File: config.mk
export PLATFORM = sky130hd
export DESIGN_NAME = mem_access_unit
export DESIGN_NICKNAME = d
export VERILOG_FILES = /design/src/rtl/mau_pkg.sv /design/src/rtl/mau_lane_align.sv /design/src/rtl/mem_access_unit.sv
export SDC_FILE = /design/constraint.sdc
export NUM_CORES = 1
export LEC_CHECK = 0
export ABC_AREA = 1
export CORE_MARGIN = 2
export CORE_UTILIZATION = 50
export CTS_BUF_LIST = sky130_fd_sc_hd__clkbuf_4
export DETAILED_ROUTE_END_ITERATION = 8
export GPL_TIMING_DRIVEN = 1
export PLACE_DENSITY = 0.82
export SLEW_MARGIN = 30
export SYNTH_ARGS = -nofsm -noshare
export SYNTH_HDL_FRONTEND = slang
export SYNTH_SLANG_ARGS = --single-unit
File: constraint.sdc
create_clock -name clk -period 2 [get_ports clk]
set_input_delay 0.3 -clock clk [delete_from_list [all_inputs] [get_ports clk]]
set_output_delay 0.3 -clock clk [all_outputs]
set_load 0.03 [all_outputs]
File: src/rtl/mau_pkg.sv
// Shared encodings for the memory access unit: access sizes, FSM states
// and the request legality check applied when a request is captured.
package mau_pkg;

    localparam logic [1:0] SZ_BYTE    = 2'b00;
    localparam logic [1:0] SZ_HALF    = 2'b01;
    localparam logic [1:0] SZ_WORD    = 2'b10;
    localparam logic [1:0] SZ_ILLEGAL = 2'b11;

    typedef enum logic [1:0] {
        ST_IDLE   = 2'd0,
        ST_ACCESS = 2'd1,
        ST_WRITE  = 2'd2,
        ST_RESP   = 2'd3
    } state_t;

    // Illegal size, conflicting load/store, or an address that is not
    // naturally aligned for the access size.
    function automatic logic req_error(
        input logic       load,
        input logic       store,
        input logic [1:0] size,
        input logic [1:0] addr_lo
    );
        logic err;
        err = 1'b0;
        if (size == SZ_ILLEGAL)
            err = 1'b1;
        if (load && store)
            err = 1'b1;
        if (size == SZ_HALF && addr_lo[0])
            err = 1'b1;
        if (size == SZ_WORD && addr_lo != 2'b00)
            err = 1'b1;
        return err;
    endfunction

endpackage

File: src/rtl/mau_lane_align.sv
// Little-endian lane handling: load extract/extend and store merge into
// the old memory word. Purely combinational.
module mau_lane_align
    import mau_pkg::*;
(
    input  logic [1:0]  size,
    input  logic        is_unsigned,
    input  logic [1:0]  addr_lo,
    input  logic [31:0] rdata,
    input  logic [31:0] wdata,
    output logic [31:0] load_data,
    output logic [31:0] merge_data
);

    logic [7:0]  byte_val;
    logic [15:0] half_val;

    always_comb begin
        byte_val = rdata[7:0];
        case (addr_lo)
            2'b00:   byte_val = rdata[7:0];
            2'b01:   byte_val = rdata[15:8];
            2'b10:   byte_val = rdata[23:16];
            default: byte_val = rdata[31:24];
        endcase
        half_val = addr_lo[1] ? rdata[31:16] : rdata[15:0];
    end

    always_comb begin
        load_data = rdata;
        case (size)
            SZ_BYTE: load_data = {{24{~is_unsigned & byte_val[7]}}, byte_val};
            SZ_HALF: load_data = {{16{~is_unsigned & half_val[15]}}, half_val};
            default: load_data = rdata;
        endcase
    end

    // Only the addressed lane is replaced; the rest of the old word survives.
    always_comb begin
        merge_data = rdata;
        case (size)
            SZ_BYTE: begin
                case (addr_lo)
                    2'b00:   merge_data[7:0]   = wdata[7:0];
                    2'b01:   merge_data[15:8]  = wdata[7:0];
                    2'b10:   merge_data[23:16] = wdata[7:0];
                    default: merge_data[31:24] = wdata[7:0];
                endcase
            end
            SZ_HALF: begin
                if (addr_lo[1])
                    merge_data[31:16] = wdata[15:0];
                else
                    merge_data[15:0]  = wdata[15:0];
            end
            default: merge_data = wdata;
        endcase
    end

endmodule

File: src/rtl/mem_access_unit.sv
// Load/store unit in front of a word-only data memory: sub-word accesses,
// read-modify-write stores, alignment checking and a one-cycle response.
module mem_access_unit
    import mau_pkg::*;
#(
    parameter int ADDR_W = 32,
    parameter int DATA_W = 32
) (
    input  logic              clk,
    input  logic              rst_n,
    input  logic              req_valid,
    output logic              req_ready,
    input  logic              req_load,
    input  logic              req_store,
    input  logic [1:0]        req_size,
    input  logic              req_unsigned,
    input  logic [ADDR_W-1:0] req_addr,
    input  logic [DATA_W-1:0] req_wdata,
    output logic              rsp_valid,
    output logic [DATA_W-1:0] rsp_rdata,
    output logic              rsp_err,
    output logic              dmem_MemRead,
    output logic              dmem_MemWrite,
    output logic [ADDR_W-1:0] dmem_Address,
    output logic [DATA_W-1:0] dmem_Write_data,
    input  logic [DATA_W-1:0] dmem_Read_data
);

    state_t            state;
    state_t            state_next;
    logic              load_q;
    logic              store_q;
    logic              uns_q;
    logic              err_q;
    logic [1:0]        size_q;
    logic [ADDR_W-1:0] addr_q;
    logic [DATA_W-1:0] wdata_q;
    logic [DATA_W-1:0] rdata_q;
    logic [DATA_W-1:0] merge_q;
    logic [DATA_W-1:0] load_data;
    logic [DATA_W-1:0] merge_data;

    mau_lane_align u_lane_align (
        .size        (size_q),
        .is_unsigned (uns_q),
        .addr_lo     (addr_q[1:0]),
        .rdata       (dmem_Read_data),
        .wdata       (wdata_q),
        .load_data   (load_data),
        .merge_data  (merge_data)
    );

    always_ff @(posedge clk or negedge rst_n) begin
        if (!rst_n) begin
            state   <= ST_IDLE;
            load_q  <= 1'b0;
            store_q <= 1'b0;
            uns_q   <= 1'b0;
            err_q   <= 1'b0;
            size_q  <= 2'b00;
            addr_q  <= '0;
            wdata_q <= '0;
            rdata_q <= '0;
            merge_q <= '0;
        end else begin
            state <= state_next;
            case (state)
                ST_IDLE: begin
                    if (req_valid) begin
                        load_q  <= req_load;
                        store_q <= req_store;
                        uns_q   <= req_unsigned;
                        size_q  <= req_size;
                        addr_q  <= req_addr;
                        wdata_q <= req_wdata;
                        rdata_q <= '0;
                        err_q   <= req_error(req_load, req_store, req_size, req_addr[1:0]);
                    end
                end
                ST_ACCESS: begin
                    // A legal request never has both load and store set.
                    if (!err_q && load_q)
                        rdata_q <= load_data;
                    if (!err_q && store_q && size_q != SZ_WORD)
                        merge_q <= merge_data;
                end
                default: ;
            endcase
        end
    end

    // Strobes depend only on registered state, so reset removes them at once.
    always_comb begin
        state_next      = state;
        req_ready       = 1'b0;
        rsp_valid       = 1'b0;
        rsp_rdata       = '0;
        rsp_err         = 1'b0;
        dmem_MemRead    = 1'b0;
        dmem_MemWrite   = 1'b0;
        dmem_Write_data = '0;
        case (state)
            ST_IDLE: begin
                req_ready = 1'b1;
                if (req_valid)
                    state_next = ST_ACCESS;
            end
            ST_ACCESS: begin
                state_next = ST_RESP;
                if (!err_q) begin
                    if (load_q) begin
                        dmem_MemRead = 1'b1;
                    end else if (store_q) begin
                        if (size_q == SZ_WORD) begin
                            dmem_MemWrite   = 1'b1;
                            dmem_Write_data = wdata_q;
                        end else begin
                            dmem_MemRead = 1'b1;
                            state_next   = ST_WRITE;
                        end
                    end
                end
            end
            ST_WRITE: begin
                dmem_MemWrite   = 1'b1;
                dmem_Write_data = merge_q;
                state_next      = ST_RESP;
            end
            ST_RESP: begin
                rsp_valid  = 1'b1;
                rsp_rdata  = rdata_q;
                rsp_err    = err_q;
                state_next = ST_IDLE;
            end
            default: state_next = ST_IDLE;
        endcase
    end

    assign dmem_Address = addr_q;

endmodule

Yosys cells after proc, flatten, opt, wreduce, memory -nomap -nowiden:

Index checks and enable logic that the tools add are counted.

* flip-flop bits (word level): 136
* logic and storage cells: 84

* muxes and demuxes: 42
* reductions and logical operators: 16
* bitwise operators: 3
* equal/unequal tests: 13

Operator list (count)
* $pmux 32 s2: 4
* $mux 32: 7
* $mux 16: 3
* $mux 8: 4
* $pmux 8 s3: 1
* $mux 1: 20
* $eq 2x2->1 const B: 6
* $eq 2x1->1 const B: 4
* $pmux 2 s4: 1
* $logic_and 1x1->1: 6
* $logic_not 2->1: 3
* $ne 2x2->1 const B: 3
* $reduce_and 2->1: 2
* $reduce_bool 2->1: 2
* $reduce_and 3->1: 1
* $reduce_or 3->1: 1
* $and 1x1->1: 2
* $mux 2: 1
* $pmux 1 s2: 1
* $logic_not 1->1: 1
* $not 1->1: 1

Depth between registers and ports, before layout:

* word-level depth: 6
* mapped depth: 9
* mapped depth without buffers: 8

Cells and area by module:

From an unflattened synthesis, not the netlist that was laid out.

* cell total of the unflattened synthesis: 1147
* area, all modules: 8182.8 sq um

Modules (own cells, without submodules)
* mem_access_unit: sequential area each 3403.3 sq um, instances 1, area each 6397.4 sq um, cells each 789
* mau_lane_align: sequential area each 0.0 sq um, instances 1, area each 1785.5 sq um, cells each 358

Worst setup path after synthesis:

OpenSTA, ideal clock, no wires.

* path kind: register to output
* start: register state[1]
* end: output dmem_Write_data[22]
* cell stages (with the launch flop): 8
* path buffers: 1
* setup slack: -0.026 ns
* arrival time: 1.726 ns
* cells stage by stage: dfrtp_1 inv_1 ha_1 nand2_1 nor3_4 buf_2 nand2_1 a21oi_1

* longest elaborated chain between the ends: 2

Ends and longest elaborated chain
* from (decl): RTL line mem_access_unit.sv:29 `state_t state;`
* from (signal assigned): RTL line mem_access_unit.sv:66 `state <= state_next;`
* $eq 2x2->1 or $eq 2x1->1 (tied branches): RTL line mem_access_unit.sv:102 `case (state)`
* $pmux 32 s2 (*): RTL line mem_access_unit.sv:102
* to (decl): RTL line mem_access_unit.sv:25 `output logic [DATA_W-1:0] dmem_Write_data,`

Every way passes the cells marked *; elsewhere a longest branch is shown, timed or not.

Worst setup path in the final report:

* start: register state[1]
* end: output dmem_Write_data[26]

Same word-level chain as after synthesis.

==> flow_summary.ini <==
[clock_network]
htree_levels = 4
path_clk_slew_ns = 0.12
clk_latency_ns = 0.57
cts_root_buffer = clkbuf_4
cts.path.max_buffers = 2
cts-buffers-inserted = 17
tritoncts = yes
cts_sinks = 136

[placement]
hpwl_um = 18500
io_buffers = 204
dp_cells = 1474
gp_congestion = 0.957
dpl-instance-area_mm2 = 0.0101
pre_cts_ws_ns = 0.00463

[critical_path]
worstSetupPathType = flop to output port
end_kind = output port
r2r.worst_path.cells = 9
slowest_stage = dfrtp_1
reg2reg_slack_ns = 0.04
cp.arrival_ns = 2.15
worst-path-max-fanout = 6
max_stage_delay_ns = 0.41
r2r_end = merge_q[0]$_DFFE_PN0P_
crit_chain = inv_2, ha_4, nand2_4, nor3_4, buf_6, buf_12, buf_16, nand2_4, a21oi_4, buf_12
reg2reg_from = state[0]$_DFFE_PN0P_
cp_data_required_time_ns = 1.70
worstSetupStartpointType = flop

[drt]
routed-via-count = 8388
first_iter_violations = 921
avgRoutedWirePerCell_um = 17.7
drt_wl_total_um = 27100
drc = 0
via_per_inst = 5.50
first_pass_iters = 6
postRouteAntennaNets = 0

[finish]
drive_gt1_share_pct = 18.9
fillCellCount = 1094
multi_input_area_mm2 = 0.00395
fin_nets = 1437
register_area_mm2 = 0.00341
syn2layout_area_growth_pct = 47.1
fin_util_pct = 76.0
fin_area_mm2 = 0.0111
fin_cells = 1526

[timing]
relSlewSlack_pct = 59.6
fin_skew_ns = 0.0211
max_freq_ghz = 0.408
setup_ws_ns = -0.450
period_minus_slack_ns = 2.45
setup_viol = 68
fin_crit_sh_pct = 122
rsz0062_at_grt = true
finalHoldViolCount = 0
finalMaxSlewViolations = 0
worst_pin_slew_ns = 0.606

[run]
maxCapViolations = 0

[global_routing]
antenna_found_initial = 1
grt_pass1_wl_um = 41300
grt_use_total_pct = 33.1
grt_pass1_vias = 7847
grt_overflow = 0
grt_max_degree = 53

[synth]
ys_ff_latch = 136
yosysWarnings = 0
synth_top_cell_by_area = dfrtp_1
yosysMostFrequentCell = nand2_1
async_reset_ff_share_pct = 100
ys_top_cells_by_area = dfrtp_1 45%, nand2_1 26%, a21oi_1 5.7%, o21ai_0 4.7%, inv_1 4.1%
yosysSeqAreaShare_pct = 45.0
yosys-top-cells-count = 514 x nand2_1, 136 x dfrtp_1, 86 x a21oi_1, 82 x inv_1, 75 x nor2_1
synth_top_area_share_pct = 45.0
syn-cell-area_mm2 = 0.00756
synthesis.nets = 1224
syn_inst = 1116
ys.flop_type = dfrtp_1
synth_area_per_cell_um2 = 6.78
synth_edf_count = 0
synthDistinctLibCells = 27

[floorplan]
die_h_um = 127
fp.dieW_um = 127
core_mm2 = 0.0146
die_area_mm2 = 0.0161
start_util_pct = 51.7
core.rowCount = 44
ios = 205

[pwr]
power_density_mw_per_mm2 = 1570
leakagePower_uw = 0.00576
finalPower_uw = 17400
ir_drop_mv = 1.04

[worst_hold_path]
worstHoldPathType = input pin to async pin

[run_status]
violations = negative setup slack
outcome = complete, but fails checks
## worst max-delay path by stage
stage                                     from  cells past startpoint             endpoint  slack [ns]
after floorplan           state[0]$_DFFE_PN0P_                      6  dmem_Write_data[31]        0.02
after global placement    state[1]$_DFFE_PN0P_                      8  dmem_Write_data[25]        0.08
after detailed placement  state[1]$_DFFE_PN0P_                      8  dmem_Write_data[12]       0.005
after CTS                 state[1]$_DFFE_PN0P_                     10  dmem_Write_data[12]       -0.53
after global routing      state[1]$_DFFE_PN0P_                     10  dmem_Write_data[26]       -0.56
final                     state[1]$_DFFE_PN0P_                     10  dmem_Write_data[26]       -0.45
## metrics by stage
| stage | TNS (ns) | hold WS, ns |
|---|---|---|
| 2_1_floorplan | 0 | 0.00441 |
| 3_3_place_gp | 0 | 0.116 |
| 3_5_place_dp | 0 | 0.115 |
| 4_1_cts | -23.61 | 0.0247 |
| 5_1_grt | -28.36 | 0.0162 |
| 6_report | -20.88 | 0.0618 |
## placed cells by master, fill, tap and decap left out, types with 30 or more instances in the layout
cell type and n:
nand2_1 477, buf_6 52, nor2_1 72, a21oi_1 55, inv_1 76, nand3_1 42
o21ai_0 71, dfrtp_1 134, buf_12 30, clkdlybuf4s50_1 124, buf_4 31
## registers in the layout (all words and copies together), names as in the netlist
name	flops
dmem_Address	32
err_q	1
load_q	1
merge_q	32
rdata_q	32
size_q	2
state	2
store_q	1
uns_q	1
wdata_q	32
## layout make-up
| cell class | instances | share of cell area (%) |
|---|---|---|
| Clock buffer | 18 | 1.21 |
| Inverter | 88 | 3.02 |
| Antenna cell | 1 | 0.0225 |
| Tap cell | 184 | 2.07 |
| Multi-Input combinational cell | 829 | 35.5 |
| Clock inverter | 13 | 0.764 |
| Sequential cell | 136 | 30.6 |
| Timing Repair Buffer | 257 | 26.9 |
## metal layers
layer | GRT usage [%] | routed length (um) | vias to the layer above | part of all wire, %
li1 | - | - | 3917 | -
met1 | 42.1 | 10700 | 3899 | 40
met2 | 54.5 | 12800 | 497 | 47
met3 | 8.38 | 2550 | 75 | 9.4
met4 | 13.5 | 968 | 0 | 3.6
met5 | 0 | 0 | - | 0
## repair_timing
| item | in CTS | in global routing |
|---|---|---|
| pin swaps | 15 | 15 |
| gates resized for setup | 122 | 51 |
| endpoints found under the setup margin | 70 | 78 |
| setup buffers | 10 | 7 |
| hold endpoints to repair | 136 | 0 |
| hold buffers | 1 | 0 |
| gates cloned | 5 | 2 |
## critical path, delay by kind of cell (launching register included)
kind / cells / cell delay (ns)
AOI/OAI and AO/OA: 1 / 0.16
adders and majority gates: 1 / 0.15
buffers and inverters: 5 / 0.64
DFF: 1 / 0.41
and+or+nand+nor: 3 / 0.21
## where the power goes
group	leakage [uW]	total, uW	internal (uW)	switching [uW]
sequential	0.00169	5240	4030	1210
clock	0.000108	1550	481	1070
combinational	0.00395	10600	4240	6400
## logic make-up (layout without fill, tap and decap cells)
kind of cell               after synthesis  count (layout)  synth area share, %
AOI/OAI and AO/OA                      180             180                 12.3
adders and majority gates                4               4                0.662
buffers and inverters                  151             376                 8.32
DFF                                    136             136                 45.0
other                                    0               1                    0
and+or+nand+nor                        645             645                 33.7
Note: power is estimated with default switching activity, not from simulation.
